$ cat src/rtl/wb_ram_arbiter.sv
// Two-master round-robin Wishbone arbiter in front of system_ram. A granted
// master keeps the bus until its cycle ends or it hits the beat limit.
module wb_ram_arbiter #(
  parameter int MAX_BEATS = 4,
  parameter int ADDR_W    = 32,
  parameter int DATA_W    = 32
) (
  input  logic                clk,
  input  logic                rst_n,
  input  logic                wbs_stb_i_ram_cpu,
  input  logic                wbs_cyc_i_ram_cpu,
  input  logic                wbs_we_i_ram_cpu,
  input  logic [DATA_W/8-1:0] wbs_sel_i_ram_cpu,
  input  logic [DATA_W-1:0]   wbs_dat_i_ram_cpu,
  input  logic [ADDR_W-1:0]   wbs_adr_i_ram_cpu,
  output logic                wbs_ack_o_ram_cpu,
  output logic [DATA_W-1:0]   wbs_dat_o_ram_cpu,
  input  logic                wbs_stb_i_ram_dma,
  input  logic                wbs_cyc_i_ram_dma,
  input  logic                wbs_we_i_ram_dma,
  input  logic [DATA_W/8-1:0] wbs_sel_i_ram_dma,
  input  logic [DATA_W-1:0]   wbs_dat_i_ram_dma,
  input  logic [ADDR_W-1:0]   wbs_adr_i_ram_dma,
  output logic                wbs_ack_o_ram_dma,
  output logic [DATA_W-1:0]   wbs_dat_o_ram_dma,
  output logic                wbs_stb_o_ram,
  output logic                wbs_cyc_o_ram,
  output logic                wbs_we_o_ram,
  output logic [DATA_W/8-1:0] wbs_sel_o_ram,
  output logic [DATA_W-1:0]   wbs_dat_o_ram,
  output logic [ADDR_W-1:0]   wbs_adr_o_ram,
  input  logic                wbs_ack_i_ram,
  input  logic [DATA_W-1:0]   wbs_dat_i_ram,
  output logic [1:0]          gnt
);

  typedef enum logic [1:0] {IDLE = 2'd0, G_CPU = 2'd1, G_DMA = 2'd2} state_t;

  state_t     state, state_next, other_state;
  logic       last_dma, last_dma_next;
  logic [7:0] beat_cnt, beat_cnt_next;
  logic       req_cpu, req_dma;
  logic       own_cyc, own_req, other_req, beat_ack, at_limit;

  assign req_cpu     = wbs_cyc_i_ram_cpu & wbs_stb_i_ram_cpu;
  assign req_dma     = wbs_cyc_i_ram_dma & wbs_stb_i_ram_dma;
  assign beat_ack    = own_req & wbs_ack_i_ram;
  assign at_limit    = ({1'b0, beat_cnt} + 9'd1) >= 9'(MAX_BEATS);
  assign other_state = (state == G_CPU) ? G_DMA : G_CPU;
  assign gnt         = {state == G_DMA, state == G_CPU};

  // Slave-side mux and return routing; acks that match no forwarded strobe are dropped.
  always_comb begin
    wbs_stb_o_ram     = 1'b0;
    wbs_cyc_o_ram     = 1'b0;
    wbs_we_o_ram      = 1'b0;
    wbs_sel_o_ram     = '0;
    wbs_dat_o_ram     = '0;
    wbs_adr_o_ram     = '0;
    wbs_ack_o_ram_cpu = 1'b0;
    wbs_dat_o_ram_cpu = '0;
    wbs_ack_o_ram_dma = 1'b0;
    wbs_dat_o_ram_dma = '0;
    own_cyc           = 1'b0;
    own_req           = 1'b0;
    other_req         = 1'b0;
    case (state)
      G_CPU: begin
        wbs_stb_o_ram     = wbs_stb_i_ram_cpu;
        wbs_cyc_o_ram     = wbs_cyc_i_ram_cpu;
        wbs_we_o_ram      = wbs_we_i_ram_cpu;
        wbs_sel_o_ram     = wbs_sel_i_ram_cpu;
        wbs_dat_o_ram     = wbs_dat_i_ram_cpu;
        wbs_adr_o_ram     = wbs_adr_i_ram_cpu;
        wbs_ack_o_ram_cpu = wbs_ack_i_ram & req_cpu;
        wbs_dat_o_ram_cpu = wbs_dat_i_ram;
        own_cyc           = wbs_cyc_i_ram_cpu;
        own_req           = req_cpu;
        other_req         = req_dma;
      end
      G_DMA: begin
        wbs_stb_o_ram     = wbs_stb_i_ram_dma;
        wbs_cyc_o_ram     = wbs_cyc_i_ram_dma;
        wbs_we_o_ram      = wbs_we_i_ram_dma;
        wbs_sel_o_ram     = wbs_sel_i_ram_dma;
        wbs_dat_o_ram     = wbs_dat_i_ram_dma;
        wbs_adr_o_ram     = wbs_adr_i_ram_dma;
        wbs_ack_o_ram_dma = wbs_ack_i_ram & req_dma;
        wbs_dat_o_ram_dma = wbs_dat_i_ram;
        own_cyc           = wbs_cyc_i_ram_dma;
        own_req           = req_dma;
        other_req         = req_cpu;
      end
      default: ;
    endcase
  end

  always_comb begin
    state_next    = state;
    beat_cnt_next = beat_cnt;
    last_dma_next = last_dma;
    case (state)
      IDLE: begin
        beat_cnt_next = '0;
        if (req_cpu && (!req_dma || last_dma)) state_next = G_CPU;
        else if (req_dma)                      state_next = G_DMA;
      end
      G_CPU, G_DMA: begin
        if (!own_cyc) begin
          beat_cnt_next = '0;
          state_next    = other_req ? other_state : IDLE;
        end else if (beat_ack) begin
          if (other_req && at_limit) begin
            beat_cnt_next = '0;
            state_next    = other_state;
          end else if (beat_cnt != 8'hFF) begin
            beat_cnt_next = beat_cnt + 8'd1;
          end
        end
      end
      default: begin
        beat_cnt_next = '0;
        state_next    = IDLE;
      end
    endcase
    if (state_next == G_CPU)      last_dma_next = 1'b0;
    else if (state_next == G_DMA) last_dma_next = 1'b1;
  end

  // Reset leaves DMA as last owner so the CPU wins the first tie.
  always_ff @(posedge clk or negedge rst_n) begin
    if (!rst_n) begin
      state    <= IDLE;
      last_dma <= 1'b1;
      beat_cnt <= '0;
    end else begin
      state    <= state_next;
      last_dma <= last_dma_next;
      beat_cnt <= beat_cnt_next;
    end
  end

endmodule

$ cat config.mk
export PLATFORM = sky130hd
export DESIGN_NAME = wb_ram_arbiter
export DESIGN_NICKNAME = d
export VERILOG_FILES = /design/src/rtl/wb_ram_arbiter.sv
export SDC_FILE = /design/constraint.sdc
export NUM_CORES = 1
export LEC_CHECK = 0
export CAP_MARGIN = 20
export CORE_AREA = 2 2 121 123
export DETAILED_ROUTE_END_ITERATION = 7
export DIE_AREA = 0 0 123 125
export HOLD_SLACK_MARGIN = 0.08
export SLEW_MARGIN = 20
export SYNTH_ARGS = -nofsm -noshare
export SYNTH_HDL_FRONTEND = slang
export SYNTH_SLANG_ARGS = --single-unit
$ cat constraint.sdc
create_clock -name clk -period 5.7 [get_ports clk]
set_clock_uncertainty 0.15 [all_clocks]
set_input_delay 1.425 -clock clk [delete_from_list [all_inputs] [get_ports clk]]
set_output_delay 1.425 -clock clk [all_outputs]
set_load 0.02 [all_outputs]
==> results by group, run 1 <==
Final layout
  – Final net count: 819
  – Layout area overhead: 140%
  – Layout cells sized above 1: 0.0315
  – Reg area: 277 um2
  – N_diodes: 0
  – Footprint of the multi-input gates: 2020 um2
  – Most frequent cells in the layout: 315 x clkdlybuf4s50_1, 71 x a22oi_1, 70 x nor2b_1, 68 x and2_1, 13 x nand2_1
  – Most common cell after layout, fill and taps aside: clkdlybuf4s50_1
  – Layout Utilization: 0.409
  – # fillers: 1429

Detailed routing
  – DRC: 0
  – Post-route ant nets: 0
  – Drt first pass iters: 4
  – DR vias: between 3000 and 4000
  – DRT iter0 DRCs: approximately 150
  – Avg WL per Cell: around 17 um
  – Drt via density: 4.56
  – Total wire length: 13600 um

Worst setup path
  – CP max FO: 8
  – Worst EP arrival: 3100 ps
  – Critical Path End Type: output pin
  – Worst Reg2Reg Path Length in Cells: 10
  – Setup crit start kind: input pin
  – CP required: 4120 ps
  – Setup CP Type: input pin to output pin

Timing
  – Fmax: about 210 MHz
  – Worst setup margin: 1020 ps
  – Hold Violations, Final: 0
  – Relative slew slack: 0.533
  – Max-slew violations: 0
  – Slew @ Worst Pin: 701 ps
  – Minimum clock period: between 4000 and 5000 ps
  – RSZ-0062 raised after global routing: no
  – Setup Viol. Count Final: 0
  – Period utilization: 0.821
  – Setup TNS: 0 ps

GRT
  – Initial antenna violation count: 2
  – Vias in the first global route: approximately 3700
  – M2 GR Usage: 0.312
  – Met3 GRT Util: 0.0511
  – GRT overflow: 0
  – Most Used Layer, Global Route: met2
  – Pin count of the biggest net entering global routing: 69
  – M1 GR Usage: 0.175
  – First-pass GRT wire length: 20000 um
  – GRT Total Usage: 0.164

Logic synthesis
  – Main area contributors after synthesis: a22oi_1 22%, nor2b_1 18%, and2_1 18%
  – Syn Area/Cell: 6.99 um2
  – Synth area leader: a22oi_1
  – Synth cell types: between 40 and 50
  – Share of the synthesized area in the top cell type: 0.220
  – Synthesized flop and latch total: 11
  – Syn nets: 530
  – Synth Instances: 346
  – Synthesized cell area: 2420 um2
  – Sequential element share of the synthesized area: 0.114
  – Synth warn: 0

Hold path
  – WHS Path Cells: 2
  – Hold crit path type: flop to flop

Floorplanning
  – Die height: between 100 and 150 um
  – Std-Cell Core Area: 14200 um2
  – Die area: between 15000 and 20000 um2
  – Rows: 44
  – Horiz. Die Dim: 123 um
  – IO Pins: ~320
  – Initial Util: 0.170

Placed design
  – Port Buffers: 315
  – Setup Slack @ Placement: 1020 ps
  – Placer congestion estimate: 0.855
  – Hpwl dp: about 11000 um

Pwr
  – Switching Fraction: 0.481
  – P_sw: between 1000 and 1500 uW
  – Gate power share: 0.886
  – Leak Pwr: around 0.0020 uW
  – Internal: 1090 uW
  – Register share of total power: 0.051
  – Clk pwr share: 0.063
  – Max IR drop VDD: 167 uV
  – Pwr dens: 361 nW/um2

Clocking
  – Htree depth: 1
  – Clk_lat worst skew: roughly 240 ps
  – PostCTS Resize Cnt: 0
  – Clock Tree Root: clkbuf_16
  – Post-CTS Setup Inserts: 0
  – Cts bufs inserted: 3
  – Hold buffers post-CTS: 0
  – Clock transition at path regs: 40 ps
  – Clock Tree Buf Depth: 2
  – Clock Sinks: 11
  – CTS tree: yes

Run status
  – Status: completed

Run
  – Max Cap Viol: 0
## layout make-up
type,instances,share of cell area
repair buffers,319,0.550
flip-flops and latches,11,0.0476
multi-input cells,297,0.348
inverters,3,0.00194
well taps,184,0.0396
clock buffers,4,0.0136
## cell usage after synthesis
master / instances
mux2_2: 1
buf_6: 1
nand3_1: 6
nor3_1: 5
a211o_1: 1
o22ai_1: 1
inv_1: 3
dfrtp_1: 10
nor2b_1: 70
or4b_4: 1
o22a_2: 1
nor3b_1: 5
and2_2: 1
a32o_1: 1
nand2_1: 13
nand4_1: 3
o21a_1: 1
a21boi_2: 1
o211ai_1: 1
and3_1: 2
o21ai_2: 1
o21ai_0: 4
nor4_1: 1
a21boi_0: 1
or3_1: 1
a21o_1: 6
a21oi_1: 5
and2_1: 68
dfstp_2: 1
o221ai_2: 1
ha_1: 7
buf_1: 4
a221oi_1: 2
a221o_1: 1
nor2_1: 6
a22oi_1: 71
o31ai_2: 1
nand3_2: 1
o211a_1: 1
clkbuf_1: 30
or2_1: 1
o21ai_1: 4
## per-layer routing
layer	wire length [um]	vias to the layer above	share of wire
li1	-	1809	-
met1	4970	1718	0.37
met2	7090	178	0.52
met3	1250	22	0.092
met4	274	4	0.020
met5	18	-	0.0013
## registers in the layout, indices dropped and copies added, names as in the netlist
name / cells
state: 2
last_dma: 1
beat_cnt: 8
## stage by stage
stage	std cells	total power, uW	cell area, um2	hold slack [ps]
3_5_place_dp	814	1990	5730	325
4_1_cts	818	2120	5810	331
3_3_place_gp	814	1970	5730	316
5_1_grt	818	2240	5810	348
6_report	818	2100	5810	327
2_1_floorplan	346	1150	2420	307
## path summary, 6_finish.rpt
path                       slack, ps              start            end
max                             1020  wbs_cyc_i_ram_cpu  wbs_cyc_o_ram
min reg2reg                      330           last_dma       last_dma
max in group asynchronous       3650              rst_n       last_dma
min                              330           last_dma       last_dma
max reg2reg                     2290           state[0]       last_dma
min in group asynchronous       1380              rst_n    beat_cnt[4]
## critical path, stage by stage
cell and delay (ps):
clkdlybuf4s50_1 610, nand2_1 110, a21boi_2 290, clkdlybuf4s50_1 670
## power by group through the flow
stage	Sequential (uW)	Clock, uW	Combinational [uW]
floorplan	101	0	1050
global placement	107	0	1860
detailed placement	108	0	1880
CTS	107	131	1880
global route	108	137	1990
finish	107	132	1860
## logic make-up after synthesis
kind of cell	count (synthesis)	share of synthesized area
adder cells (fa/ha/maj)	7	0.0362
AND/OR/NAND/NOR	184	0.458
multiplexers	1	0.00465
flip-flops	11	0.114
AO/OA/AOI/OAI	105	0.325
buffers and inverters	38	0.0620
Note: power is estimated with default switching activity, not from simulation.
==> run 2: changes to the inputs <==
- CORE_AREA: 2 2 121 123 -> 2 2 122 124
- DIE_AREA: 0 0 123 125 -> 0 0 124 126
- clock period: 5.7 -> 4.3 ns (I/O delays scaled with it)
==> run 2 against run 1 <==
- critical path type unchanged
- largest power group unchanged
- critical path depth unchanged
- first-iteration DRC count increased by 40%
- non-clock buffer count increased by 2
- cell count increased by 0.24%
- sequential power increased by 33%
- via count decreased by 0.32%
==> results by group, run 2 (synthesis results as in run 1) <==
Worst setup path
  – Setup crit start kind: input pin
  – Cell Chain, Critical Path: clkdlybuf4s50_1 -> nand2_1 -> a21boi_2 -> clkdlybuf4s50_1
  – CP dominant cell by count: clkdlybuf4s50_1
  – Max stage delay on crit path: 670 ps
  – Setup CP Type: input pin to output pin
  – CP max FO: 8
  – CP required: 3070 ps
  – Cell at the slowest stage of the critical path: clkdlybuf4s50_1
  – Critical Path End Type: output pin
  – Worst EP arrival: between 2000 and 3000 ps

Clocking
  – Clock Tree Buf Depth: 2
  – Clk_lat worst skew: 240 ps
  – Post-CTS Setup Inserts: 0
  – Clock Sinks: 11
  – Cts bufs inserted: 3
  – PostCTS Resize Cnt: 0
  – Clock transition at path regs: 40 ps
  – Clock Tree Root: clkbuf_16
  – Hold buffers post-CTS: 0
  – CTS tree: yes
  – Htree depth: 1

Timing
  – Relative slew slack: 0.557
  – Fmax: 248 MHz
  – Period utilization: 0.936
  – RSZ-0062 raised after global routing: no
  – Setup TNS: 0 ps
  – Setup Viol. Count Final: 0
  – Max-slew violations: 0
  – Slew @ Worst Pin: 664 ps
  – Hold Violations, Final: 0
  – Minimum clock period: about 4000 ps

Pwr
  – Max IR drop VDD: 172 uV
  – Leak Pwr: 0.00204 uW
  – Pwr dens: 484 nW/um2

Floorplanning
  – Rows: 44
  – Std-Cell Core Area: ~14000 um2
  – IO Pins: about 320
  – Die height: 126 um
  – Horiz. Die Dim: 124 um
  – Die area: 15600 um2
  – Initial Util: 0.169

Run status
  – Status: completed

Placed design
  – Post-placement cell count: roughly 820
  – Placer congestion estimate: 0.937
  – Hpwl dp: 11600 um
  – Port Buffers: between 300 and 400

Detailed routing
  – Total wire length: 14100 um
  – Drt via density: 4.54
  – DR vias: 3719
  – Drt first pass iters: 4
  – Post-route ant nets: 0
  – DRT iter0 DRCs: 212
  – Avg WL per Cell: 17.1 um
  – DRC: 0

Hold path
  – Hold crit path type: flop to flop

GRT
  – First-pass GRT wire length: 19900 um
  – GRT Total Usage: 0.165
  – Initial antenna violation count: 1
  – GRT overflow: 0
  – Vias in the first global route: 3609
  – Pin count of the biggest net entering global routing: 54

Final layout
  – Layout cells sized above 1: 0.0346
  – Final std cells w/o fill: 820
  – Final net count: a little over 800
  – Max reg flops: 8
  – Most common cell after layout, fill and taps aside: clkdlybuf4s50_1
  – Layout area overhead: 142%
  – Reg with most FFs: beat_cnt
  – Biggest regs: beat_cnt: 8 flops, state: 2 flops, last_dma: 1 flops
  – N_diodes: 0
  – Most frequent cells in the layout: 315 x clkdlybuf4s50_1, 71 x a22oi_1, 70 x nor2b_1, 68 x and2_1, 13 x nand2_1
  – # fillers: 1433

Run
  – Max Cap Viol: 0
## run 2: through the flow
stage	setup slack (ps)	power (uW)	hold slack, ps	util	cell area, um2
final	275	2840	337	0.410	5870
after global routing	233	3030	395	0.410	5870
after CTS	279	2880	347	0.410	5870
after detailed placement	284	2700	340	0.404	5790
after global placement	329	2670	317	0.404	5790
after floorplan	1030	1530	307	-	2420
## run 2: cell type report
type / instances / area, um2 / area share
timing repair buffer: 321 / 3250 / 0.554
multi-input combinational: 297 / 2020 / 0.344
sequential: 11 / 277 / 0.0471
tap: 184 / 230 / 0.0392
clock buffer: 4 / 78.8 / 0.0134
inverter: 3 / 11.3 / 0.00192
## run 2: where the power goes
part           internal, uW  leakage (uW)  switching (uW)  total [uW]
clock                   124     0.0000382            44.3         169
combinational          1230       0.00186            1300        2530
sequential              123      0.000149            18.9         142
## run 2: critical path: cells and delay by family
family                 cells  cell delay [ps]
buffers and inverters      2             1310
AO/OA/AOI/OAI              1              300
AND/OR/NAND/NOR            1              110
## run 2: final timing paths
check                                       start       endpoint  slack [ps]  depth (start not counted)
max in group asynchronous                   rst_n       last_dma        2580                          1
worst min-delay path                     last_dma       last_dma         340                          2
worst min register to register           last_dma       last_dma         340                          2
worst max-delay path            wbs_cyc_i_ram_cpu  wbs_cyc_o_ram         270                          4
min in group asynchronous                   rst_n    beat_cnt[5]        1050                          1
worst max register to register           state[1]       last_dma         880                         11
## run 2: layer usage
layer	share of wire	track usage
met4	0.010	0.0278
met2	0.50	0.300
met3	0.089	0.0439
met5	0.00093	0
met1	0.40	0.193
